[src/rtl/mult_sequencer.sv]
// Sequential shift-add multiplier for a MIPS-style HI/LO unit.
// A start request latches operand magnitudes and the sign of the result.
// RUN then performs WIDTH shift-add steps, one per cycle.
// FIX applies the sign correction and writes HI/LO, and done pulses the cycle after.
// stall holds the pipeline when an mfhi/mflo would read a stale result.
module mult_sequencer #(
    parameter int WIDTH = 32
) (
    input  logic             clk,
    input  logic             rst_n,
    input  logic             start,
    input  logic             mult_sign,
    input  logic [WIDTH-1:0] src_a,
    input  logic [WIDTH-1:0] src_b,
    input  logic             hilo_read,
    output logic             busy,
    output logic             stall,
    output logic             done,
    output logic [WIDTH-1:0] hi,
    output logic [WIDTH-1:0] lo
);

    localparam int CW = (WIDTH > 1) ? $clog2(WIDTH) : 1;
    localparam logic [CW-1:0] LAST_COUNT = CW'(WIDTH - 1);
    localparam logic [CW-1:0] COUNT_ONE  = CW'(1);

    typedef enum logic [1:0] {
        IDLE = 2'd0,
        RUN  = 2'd1,
        FIX  = 2'd2
    } state_t;

    // Magnitude of an operand; the most-negative value maps to 2^(WIDTH-1)
    // as an unsigned number, which fits because the result is kept unsigned.
    function automatic logic [WIDTH-1:0] magnitude(input logic [WIDTH-1:0] value,
                                                    input logic             signed_mode);
        logic [WIDTH-1:0] mag;
        if (signed_mode && value[WIDTH-1]) begin
            mag = ~value + {{(WIDTH-1){1'b0}}, 1'b1};
        end else begin
            mag = value;
        end
        return mag;
    endfunction

    // Two's-complement negation of the full double-width product.
    function automatic logic [2*WIDTH-1:0] negate_wide(input logic [2*WIDTH-1:0] value);
        return ~value + {{(2*WIDTH-1){1'b0}}, 1'b1};
    endfunction

    state_t             state_r;
    state_t             state_next_s;
    logic [CW-1:0]      count_r;
    logic [WIDTH-1:0]   mcand_r;
    logic [2*WIDTH-1:0] product_r;
    logic               neg_r;
    logic [WIDTH-1:0]   hi_r;
    logic [WIDTH-1:0]   lo_r;
    logic               done_r;

    logic               last_step_s;
    logic [WIDTH:0]     addend_s;
    logic [WIDTH:0]     sum_s;
    logic [2*WIDTH-1:0] product_next_s;
    logic [2*WIDTH-1:0] result_s;

    assign last_step_s = (count_r == LAST_COUNT);

    // Next-state decode: a start is only honoured from IDLE, so requests
    // arriving while busy are dropped without touching the latched operands.
    always_comb begin
        state_next_s = state_r;
        case (state_r)
            IDLE: begin
                if (start) begin
                    state_next_s = RUN;
                end else begin
                    state_next_s = IDLE;
                end
            end
            RUN: begin
                if (last_step_s) begin
                    state_next_s = FIX;
                end else begin
                    state_next_s = RUN;
                end
            end
            FIX: begin
                state_next_s = IDLE;
            end
            default: begin
                state_next_s = IDLE;
            end
        endcase
    end

    // State register with synchronous active-low reset.
    always_ff @(posedge clk) begin
        if (!rst_n) begin
            state_r <= IDLE;
        end else begin
            state_r <= state_next_s;
        end
    end

    // One shift-add step: the upper half plus the conditional addend is
    // computed WIDTH+1 bits wide so the carry shifts into the product.
    // The multiplier sits in the low half and is consumed LSB first.
    always_comb begin
        addend_s       = {(WIDTH+1){1'b0}};
        sum_s          = {(WIDTH+1){1'b0}};
        product_next_s = {(2*WIDTH){1'b0}};
        if (product_r[0]) begin
            addend_s = {1'b0, mcand_r};
        end else begin
            addend_s = {(WIDTH+1){1'b0}};
        end
        sum_s          = {1'b0, product_r[2*WIDTH-1:WIDTH]} + addend_s;
        product_next_s = {sum_s, product_r[WIDTH-1:1]};
    end

    // Sign correction applied in FIX to the unsigned magnitude product.
    always_comb begin
        result_s = product_r;
        if (neg_r) begin
            result_s = negate_wide(product_r);
        end else begin
            result_s = product_r;
        end
    end

    // Datapath: operand capture, iteration, result write-back and done pulse.
    always_ff @(posedge clk) begin
        if (!rst_n) begin
            count_r   <= {CW{1'b0}};
            mcand_r   <= {WIDTH{1'b0}};
            product_r <= {(2*WIDTH){1'b0}};
            neg_r     <= 1'b0;
            hi_r      <= {WIDTH{1'b0}};
            lo_r      <= {WIDTH{1'b0}};
            done_r    <= 1'b0;
        end else begin
            done_r <= (state_r == FIX);
            case (state_r)
                IDLE: begin
                    if (start) begin
                        mcand_r   <= magnitude(src_a, mult_sign);
                        product_r <= {{WIDTH{1'b0}}, magnitude(src_b, mult_sign)};
                        neg_r     <= mult_sign & (src_a[WIDTH-1] ^ src_b[WIDTH-1]);
                        count_r   <= {CW{1'b0}};
                    end else begin
                        count_r   <= count_r;
                    end
                end
                RUN: begin
                    product_r <= product_next_s;
                    count_r   <= count_r + COUNT_ONE;
                end
                FIX: begin
                    hi_r <= result_s[2*WIDTH-1:WIDTH];
                    lo_r <= result_s[WIDTH-1:0];
                end
                default: begin
                    count_r <= {CW{1'b0}};
                end
            endcase
        end
    end

    assign busy  = (state_r != IDLE);
    assign stall = hilo_read & (busy | start);
    assign done  = done_r;
    assign hi    = hi_r;
    assign lo    = lo_r;

endmodule

[config.mk]
export PLATFORM = sky130hd
export DESIGN_NAME = mult_sequencer
export DESIGN_NICKNAME = d
export VERILOG_FILES = /design/src/rtl/mult_sequencer.sv
export SDC_FILE = /design/constraint.sdc
export NUM_CORES = 1
export LEC_CHECK = 0
export ABC_CLOCK_PERIOD_IN_PS = 5600
export CAP_MARGIN = 20
export CELL_PAD_IN_SITES_DETAIL_PLACEMENT = 1
export CELL_PAD_IN_SITES_GLOBAL_PLACEMENT = 1
export CORE_ASPECT_RATIO = 1.1
export CORE_MARGIN = 2
export CORE_UTILIZATION = 45
export DETAILED_ROUTE_END_ITERATION = 8
export GPL_ROUTABILITY_DRIVEN = 0
export GPL_TIMING_DRIVEN = 0
export PLACE_DENSITY_LB_ADDON = 0.25
export SETUP_SLACK_MARGIN = 0.05
export SLEW_MARGIN = 40
export SYNTH_ARGS = -nofsm -noshare
export SYNTH_HDL_FRONTEND = slang
export SYNTH_SLANG_ARGS = --single-unit
[constraint.sdc]
create_clock -name clk -period 5.6 [get_ports clk]
set_input_delay 1.12 -clock clk [delete_from_list [all_inputs] [get_ports clk]]
set_output_delay 1.12 -clock clk [all_outputs]
set_load 0.02 [all_outputs]
After elaboration in Yosys (flattened, before gate mapping)
Index checks and enable logic that the tools add are counted.
{"block": "word_totals", "word_cells": 44, "ff_bits": 169}
{"block": "op_classes", "n_eq_ne": 4, "reduce_logical": 8, "n_bitwise": 8, "n_addsub": 5, "mux": 11}
{"operator": "2-to-1 mux 64 bit", "count": 2}
{"operator": "one-hot mux 64 bit (2 select lines)", "count": 1}
{"operator": "2-to-1 mux 32 bit", "count": 3}
{"operator": "adder 32 x 1 -> 32 bit (second input constant)", "count": 2}
{"operator": "adder 64 x 1 -> 64 bit (second input constant)", "count": 1}
{"operator": "NOT 32 bit", "count": 2}
{"operator": "NOT 64 bit", "count": 1}
{"operator": "adder 32 x 33 -> 33 bit", "count": 1}
{"operator": "one-hot mux 5 bit (3 select lines)", "count": 1}
{"operator": "AND reduction 2 bit", "count": 3}
{"operator": "adder 5 x 1 -> 5 bit (second input constant)", "count": 1}
{"operator": "== test 5 bit (second input constant)", "count": 1}
{"operator": "2-to-1 mux 5 bit", "count": 1}
{"operator": "one-hot mux 2 bit (2 select lines)", "count": 1}
{"operator": "nonzero test 2 bit", "count": 2}
{"operator": "bitwise AND 1 bit", "count": 2}
{"operator": "== test 2 x 1 -> 1 bit (second input constant)", "count": 1}
{"operator": "== test 2 bit (second input constant)", "count": 1}
{"operator": "logical AND 1 bit", "count": 2}
{"operator": "logical NOT 2 bit", "count": 1}
{"operator": "2-to-1 mux 2 bit", "count": 1}
{"operator": "inequality test 2 bit (second input constant)", "count": 1}
{"operator": "2-to-1 mux 1 bit", "count": 1}
{"operator": "NOT 1 bit", "count": 1}
{"operator": "2 further kinds", "count": 2}

Logic depth before layout (Yosys ltp)
Gate-level depths: netlist of the first run.
{"block": "logic_depth", "depth_word": 5, "depth_mapped": 13, "depth_no_buf": 11}

Least setup slack after synthesis of the first run
Ideal clock, no wire load.
{"block": "synth_timing", "path_kind": "input-to-reg", "startpoint": "in src_b[9]", "endpoint": "reg product_r[30]", "stages": 6, "t_arrival_ps": 3209, "path_slack_ps": 2257, "setup_ps": 134, "required_ps": 5466, "cell_sequence": "or4_1 or4_1 nor4_1 a31oi_1 xnor2_1 o22ai_1"}
{"block": "synth_via", "elab_chain_cells": 5}
{"item": "start, declared", "line_no": "14", "rtl": "input logic [WIDTH-1:0] src_b,"}
{"item": "NOT 32 bit", "line_no": "39", "rtl": "mag = ~value + {{(WIDTH-1){1'b0}}, 1'b1};"}
{"item": "adder 32 x 1 -> 32 bit", "line_no": "39"}
{"item": "2-to-1 mux 32 bit", "line_no": "38", "rtl": "if (signed_mode && value[WIDTH-1]) begin"}
{"item": "2-to-1 mux 64 bit", "line_no": "146", "rtl": "if (start) begin"}
{"item": "one-hot mux 64 bit (2 select lines)", "line_no": "144", "rtl": "case (state_r)"}
{"item": "end signal, assigned", "line_no": "137", "rtl": "product_r <= {(2*WIDTH){1'b0}};"}
{"item": "end signal, assigned", "line_no": "148", "rtl": "product_r <= {{WIDTH{1'b0}}, magnitude(src_b, mult_sign)};"}
{"item": "end signal, assigned", "line_no": "156", "rtl": "product_r <= product_next_s;"}
{"item": "end, declared", "line_no": "55", "rtl": "logic [2*WIDTH-1:0] product_r;"}
Every way passes these cells. The select of a mux whose other input is x is not followed.
A chain may end at the register's enable or synchronous reset.

Worst setup path in the final report of the first run
{"block": "layout_timing", "startpoint": "reg product_r[0]", "endpoint": "reg product_r[61]"}
{"block": "layout_via", "elab_chain_cells": 3}
{"item": "2-to-1 mux 32 bit", "line_no": "113", "rtl": "if (product_r[0]) begin"}
{"item": "adder 32 x 33 -> 33 bit", "line_no": "118", "rtl": "sum_s = {1'b0, product_r[2*WIDTH-1:WIDTH]} + addend_s;"}
{"item": "one-hot mux 64 bit (2 select lines)", "line_no": "144"}
Every way passes these cells.

==> results.toml, run 1 <==
[run_status]
status = "completed"

[yosys]
synthFlopType = "dfxtp_1"
postSynthCellCount = 1312
yosysSeqAreaShare = 0.327
yosys.area.top_type = "dfxtp_1"
yosysMostFrequentCell = "dfxtp_1"
async_flop_share = 0
ys_ff_latch = 169
yosysWarningCount = 0
synth_top_area_frac = 0.327
synth_fp_nets = 1419
ys_top_cells_by_count = "dfxtp_1 (169), nand2_1 (126), nor2_1 (116), o21ai_0 (109), a21oi_1 (101)"
synth.avg_cell_area_um2 = 7.89
ys_top_cells_by_area = "dfxtp_1 (33%), xor2_1 (8.0%), o21ai_0 (5.3%)"
synth_area_um2 = 10300
synth_cell_types = 59
synth_edf_count = 0

[hold_path]
hp-start = "hi[16]"
hold_path.class = "flip-flop to flip-flop"
worstHoldPathCells = 2

[route]
drt_iter0_drc = 591
via_per_inst = 5.95
totalWireLength_mm = 36.3
drc = 0
vias = 10600
drt-pass1-iter-count = 5
ant_nets = 0
avgRoutedWirePerCell_um = 20.4

[floorplan]
ios = 136
core_area_um2 = 22700
start_util = 0.456
die_w_um = 149
dieArea_um2 = 24200
rows = 58
die-height_um = 163

[clocking]
cts_made_buffers = 17
numClockSinks = 169
clock_latency_ns = 0.44
post_cts_buffers = 0
htreeDepth = 4
cts.repair.resized = 0
cts_root_buf = "clkbuf_16"
clock_path_buffers = 2
cts_tree = "built"
cts-hold-fix-buffers = 0
path_clk_slew_ns = 0.07

[sta]
rsz0062_at_grt = "no"
setup_viol = 0
fin_tns_setup_ns = 0
slew_violations = 0
fin_crit_ns = 4.20
max-slew-margin-rel = 0.466
tightestPinTransition_ns = 0.801
clock_skew_ns = 0.0120
max_freq_ghz = 0.238
hold_viol = 0
final.period_utilization = 0.751

[pwr]
p_int_mw = 2.11
clkPwrFrac = 0.407
ir_worst_vdd_v = 0.000215
p_switching_mw = 0.905
p_comb_frac = 0.162
pwr-share-seq = 0.431
leakage_nw = 4.57
p_per_area_nw_per_um2 = 238
power.share.switching = 0.300

[grt]
grt_pass1_wl_mm = 58.1
gr-total-overflow = 0
grt_max_degree = 17
track_usage = 0.302
antenna_found_initial = 0
grt_pass1_vias = 10800

[setup_path]
timing.critical_path.from = "product_r[0]"
cp_max_fo = 10
rr_worst_depth = 13
required_ns = 5.92
end_kind = "flip-flop"
critical_path_class = "flip-flop to flip-flop"
worstSetupStartpointType = "flip-flop"
r2r_start = "product_r[0]"
worstPathArrival_ns = 4.52

[job]
drv_cap = 0

[layout]
nets = 1573
layout-area-overhead-vs-synth_pct = 22.6
drive_gt1_frac = 0.0365
n_antenna_cell = 0
post-route-util = 0.559

[placed_design]
place_hpwl_mm = 28.1
portBuffers = 135
-- state kept, by name, summed over array words and instances (netlist names) --
| register | count |
|---|---|
| product_r | 64 |
| hi | 32 |
| lo | 32 |
| mcand_r | 32 |
| count_r | 5 |
| state_r | 2 |
| done | 1 |
| neg_r | 1 |
-- power groups by stage --
stage | combinational, mW | sequential, mW | clock [mW]
after floorplan | 0.297 | 1.30 | 0
after global placement | 0.463 | 1.32 | 0
after detailed placement | 0.477 | 1.32 | 0
after CTS | 0.484 | 1.30 | 1.24
after global routing | 0.534 | 1.30 | 1.29
final | 0.489 | 1.30 | 1.23
-- cells by family after synthesis --
| logic type | Yosys count | share of synthesized area |
|---|---|---|
| XOR/XNOR | 144 | 0.122 |
| adder cells (fa/ha/maj) | 38 | 0.0467 |
| AND/OR/NAND/NOR | 438 | 0.210 |
| flip-flops | 169 | 0.327 |
| multiplexers | 3 | 0.00290 |
| buffers and inverters | 104 | 0.0378 |
| AO/OA/AOI/OAI | 416 | 0.254 |
-- final timing paths --
kind | to | slack (ns)
min | hi[16] | 0.46
min reg2reg | hi[16] | 0.46
max | product_r[61] | 1.40
max reg2reg | product_r[61] | 1.40
-- cells in the final DEF (no fill, tap or decap), types with 20 or more instances in the layout --
master and instances:
nor2_1 116, a21oi_1 101, o31ai_1 33, and2_1 40, o21ai_0 109, clkdlybuf4s50_1 135
ha_1 37, or3_1 20, a211oi_1 44, xor2_1 94, inv_1 24, nand2_1 126
o22ai_1 20, clkbuf_1 74, xnor2_1 50, nor3_1 23, dfxtp_1 169
-- through the flow --
| stage | hold slack, ns | cell area [µm²] | worst slack (ns) | instances | total power, mW |
|---|---|---|---|---|---|
| after floorplan | 0.427 | 10300 | 2.26 | 1312 | 1.60 |
| after global placement | 0.435 | 12100 | 1.29 | 1747 | 1.78 |
| after detailed placement | 0.449 | 12100 | 1.25 | 1747 | 1.80 |
| after CTS | 0.462 | 12700 | 1.56 | 1779 | 3.02 |
| after global routing | 0.482 | 12700 | 1.31 | 1779 | 3.12 |
| final | 0.460 | 12700 | 1.40 | 1779 | 3.02 |
-- per-layer routing --
layer  part of all wire  vias to the layer above  wire [µm]  track usage
met5                  0                        -          0            0
met4              0.025                        0        907        0.109
met3              0.055                       68       1990       0.0374
met2               0.47                      341      17200        0.504
met1               0.45                     5120      16200        0.401
li1                   -                     5053          -            -
-- critical path, stage by stage, from the launching register on --
cell and delay (ns):
dfxtp_1 0.31, clkbuf_1 0.38, clkbuf_1 0.37, and2_1 0.19, ha_1 0.16, inv_1 0.05, fa_1 0.38, nor2b_1 0.25
o2111ai_1 0.20, a211oi_1 0.40, o31ai_1 0.23, o21ai_0 0.59, nor3_1 0.10, or3b_2 0.45
-- area by class of cell --
cell class / count / area [µm²]
well taps: 300 / 375
clock inverters: 14 / 164
fillers: 2776 / 10000
repair buffers: 135 / 1350
flip-flops and latches: 169 / 3380
clock buffers: 18 / 439
inverters: 24 / 90.1
plain buffers: 80 / 302
multi-input cells: 1039 / 6580
Power figures use the tool's default switching activity.
==> run 2, diff against run 1 <==
--- a/config.mk
+++ b/config.mk
@@ -5,13 +5,13 @@
 export SDC_FILE = /design/constraint.sdc
 export NUM_CORES = 1
 export LEC_CHECK = 0
-export ABC_CLOCK_PERIOD_IN_PS = 5600
+export ABC_CLOCK_PERIOD_IN_PS = 4300
 export CAP_MARGIN = 20
 export CELL_PAD_IN_SITES_DETAIL_PLACEMENT = 1
 export CELL_PAD_IN_SITES_GLOBAL_PLACEMENT = 1
 export CORE_ASPECT_RATIO = 1.1
 export CORE_MARGIN = 2
-export CORE_UTILIZATION = 45
+export CORE_UTILIZATION = 42
 export DETAILED_ROUTE_END_ITERATION = 8
 export GPL_ROUTABILITY_DRIVEN = 0
 export GPL_TIMING_DRIVEN = 0
==> constraint.sdc (replaced) <==
create_clock -name clk -period 4.3 [get_ports clk]
set_input_delay 0.86 -clock clk [delete_from_list [all_inputs] [get_ports clk]]
set_output_delay 0.86 -clock clk [all_outputs]
set_load 0.02 [all_outputs]
==> results.toml, run 2 (synthesized netlist as in run 1, its figures left out) <==
[pwr]
p_per_area_nw_per_um2 = 310
ir_worst_vdd_v = 0.000214
p_total_mw = 3.93
leakage_nw = 4.56

[setup_path]
worstPathArrival_ns = 4.26
path_cells = "clkbuf_1, clkbuf_1, and2_1, ha_1, inv_1, fa_1, nor2b_1, o2111ai_1, a211oi_1, o31ai_1, o21ai_1, nor3_1, or3b_2"
max_stage_delay_ns = 0.44
worstPathBufferInverterCount = 3
worstSetupStartpointType = "flip-flop"
cp_common_cell = "clkbuf_1"
end_kind = "flip-flop"
crit_path_top_delay_cell = "or3b_2"
cp_max_fo = 10
critPathTopFamily = "compound AO/OA/AOI/OAI gates"
required_ns = 4.61
critical_path_class = "flip-flop to flip-flop"

[layout]
mostFrequentLayoutCell = "dfxtp_1"
nets = 1573
post-route-util = 0.522
n_antenna_cell = 0
fill_cells = 3006
final_cell_mix = "dfxtp_1 (169), clkdlybuf4s50_1 (135), nand2_1 (126), nor2_1 (116), o21ai_0 (108)"
largest_reg_flops = 64
design_area_um2 = 12700
layout.cells.non_filler = 1789
layout-area-overhead-vs-synth_pct = 22.6
top_register = "product_r"
drive_gt1_frac = 0.0358

[clocking]
post_cts_buffers = 0
cts.repair.resized = 0
cts-hold-fix-buffers = 0
cts_made_buffers = 17
cts_root_buf = "clkbuf_16"
clock_path_buffers = 2
numClockSinks = 169
htreeDepth = 4
path_clk_slew_ns = 0.08
clock_latency_ns = 0.44
cts_tree = "built"

[placed_design]
dpl.cell_count = 1757
portBuffers = 135
place_hpwl_mm = 28.1
pre_cts_ws_ns = 0.191
placed_area_um2 = 12100

[route]
totalWireLength_mm = 35.9
avgRoutedWirePerCell_um = 20.1
vias = 10600
via_per_inst = 5.92
drc = 0
ant_nets = 0
drt_iter0_drc = 617
drt-pass1-iter-count = 5

[sta]
whs_ns = 0.453
rsz0062_at_grt = "no"
setup_viol = 0
tightestPinTransition_ns = 0.782
slew_violations = 0
fin_tns_setup_ns = 0
final.period_utilization = 0.917
max-slew-margin-rel = 0.479
worst_slack_ns = 0.355
hold_viol = 0
fin_crit_ns = 3.94
clock_skew_ns = 0.0114
max_freq_ghz = 0.253

[grt]
antenna_found_initial = 0
grt_max_degree = 17
grt_pass1_vias = 10500
grt_pass1_wl_mm = 56.5
track_usage = 0.272
gr-total-overflow = 0

[floorplan]
dieArea_um2 = 25900
ios = 136
core_area_um2 = 24300
die-height_um = 169
rows = 60
die_w_um = 154
start_util = 0.426

[run_status]
status = "completed"

[job]
drv_cap = 0

[hold_path]
hold_path.class = "flip-flop to flip-flop"
-- run 2: worst paths after layout --
check | startpoint | end | slack [ns] | cells after the start
worst max-delay path | product_r[0] | product_r[61] | 0.36 | 13
worst min-delay path | hi[25] | hi[25] | 0.45 | 2
worst max register to register | product_r[0] | product_r[61] | 0.36 | 13
worst min register to register | hi[25] | hi[25] | 0.45 | 2
-- run 2: power by group --
group / switching, mW / leakage, nW / internal [mW]
Clock: 0.718 / 0.284 / 0.888
Sequential: 0.0695 / 1.37 / 1.62
Combinational: 0.391 / 2.90 / 0.245
-- run 2: layout make-up --
class	instances	area, µm²	area share
buffer	80	302	0.0238
clock inverter	13	155	0.0122
clock buffer	19	443	0.0349
timing repair buffer	135	1350	0.106
multi-input combinational	1039	6580	0.518
tap	310	388	0.0306
sequential	169	3380	0.267
inverter	24	90.1	0.00710
-- run 2: worst reg2reg max path, cell delays in order (launching register included) --
cell	delay [ns]
dfxtp_1	0.31
clkbuf_1	0.36
clkbuf_1	0.37
and2_1	0.20
ha_1	0.16
inv_1	0.06
fa_1	0.38
nor2b_1	0.26
o2111ai_1	0.21
a211oi_1	0.35
o31ai_1	0.20
o21ai_1	0.41
nor3_1	0.11
or3b_2	0.44
-- run 2: layer usage --
layer | vias up | GRT usage | part of all wire
met3 | 66 | 0.0356 | 0.059
met5 | - | 0 | 0
li1 | 5054 | - | -
met1 | 5127 | 0.367 | 0.45
met2 | 337 | 0.453 | 0.47
met4 | 0 | 0.0870 | 0.021
==> run 3, diff against run 2 <==
--- a/config.mk
+++ b/config.mk
@@ -5,8 +5,6 @@
 export SDC_FILE = /design/constraint.sdc
 export NUM_CORES = 1
 export LEC_CHECK = 0
-export ABC_CLOCK_PERIOD_IN_PS = 4300
-export CAP_MARGIN = 20
 export CELL_PAD_IN_SITES_DETAIL_PLACEMENT = 1
 export CELL_PAD_IN_SITES_GLOBAL_PLACEMENT = 1
 export CORE_ASPECT_RATIO = 1.1
@@ -17,6 +15,7 @@
 export GPL_TIMING_DRIVEN = 0
 export PLACE_DENSITY_LB_ADDON = 0.25
 export SETUP_SLACK_MARGIN = 0.05
+export SKIP_CTS_REPAIR_TIMING = 1
 export SLEW_MARGIN = 40
 export SYNTH_ARGS = -nofsm -noshare
 export SYNTH_HDL_FRONTEND = slang
==> results of run 3 <==
No change in the layout: final DEF, timing and power equal those of run 2.
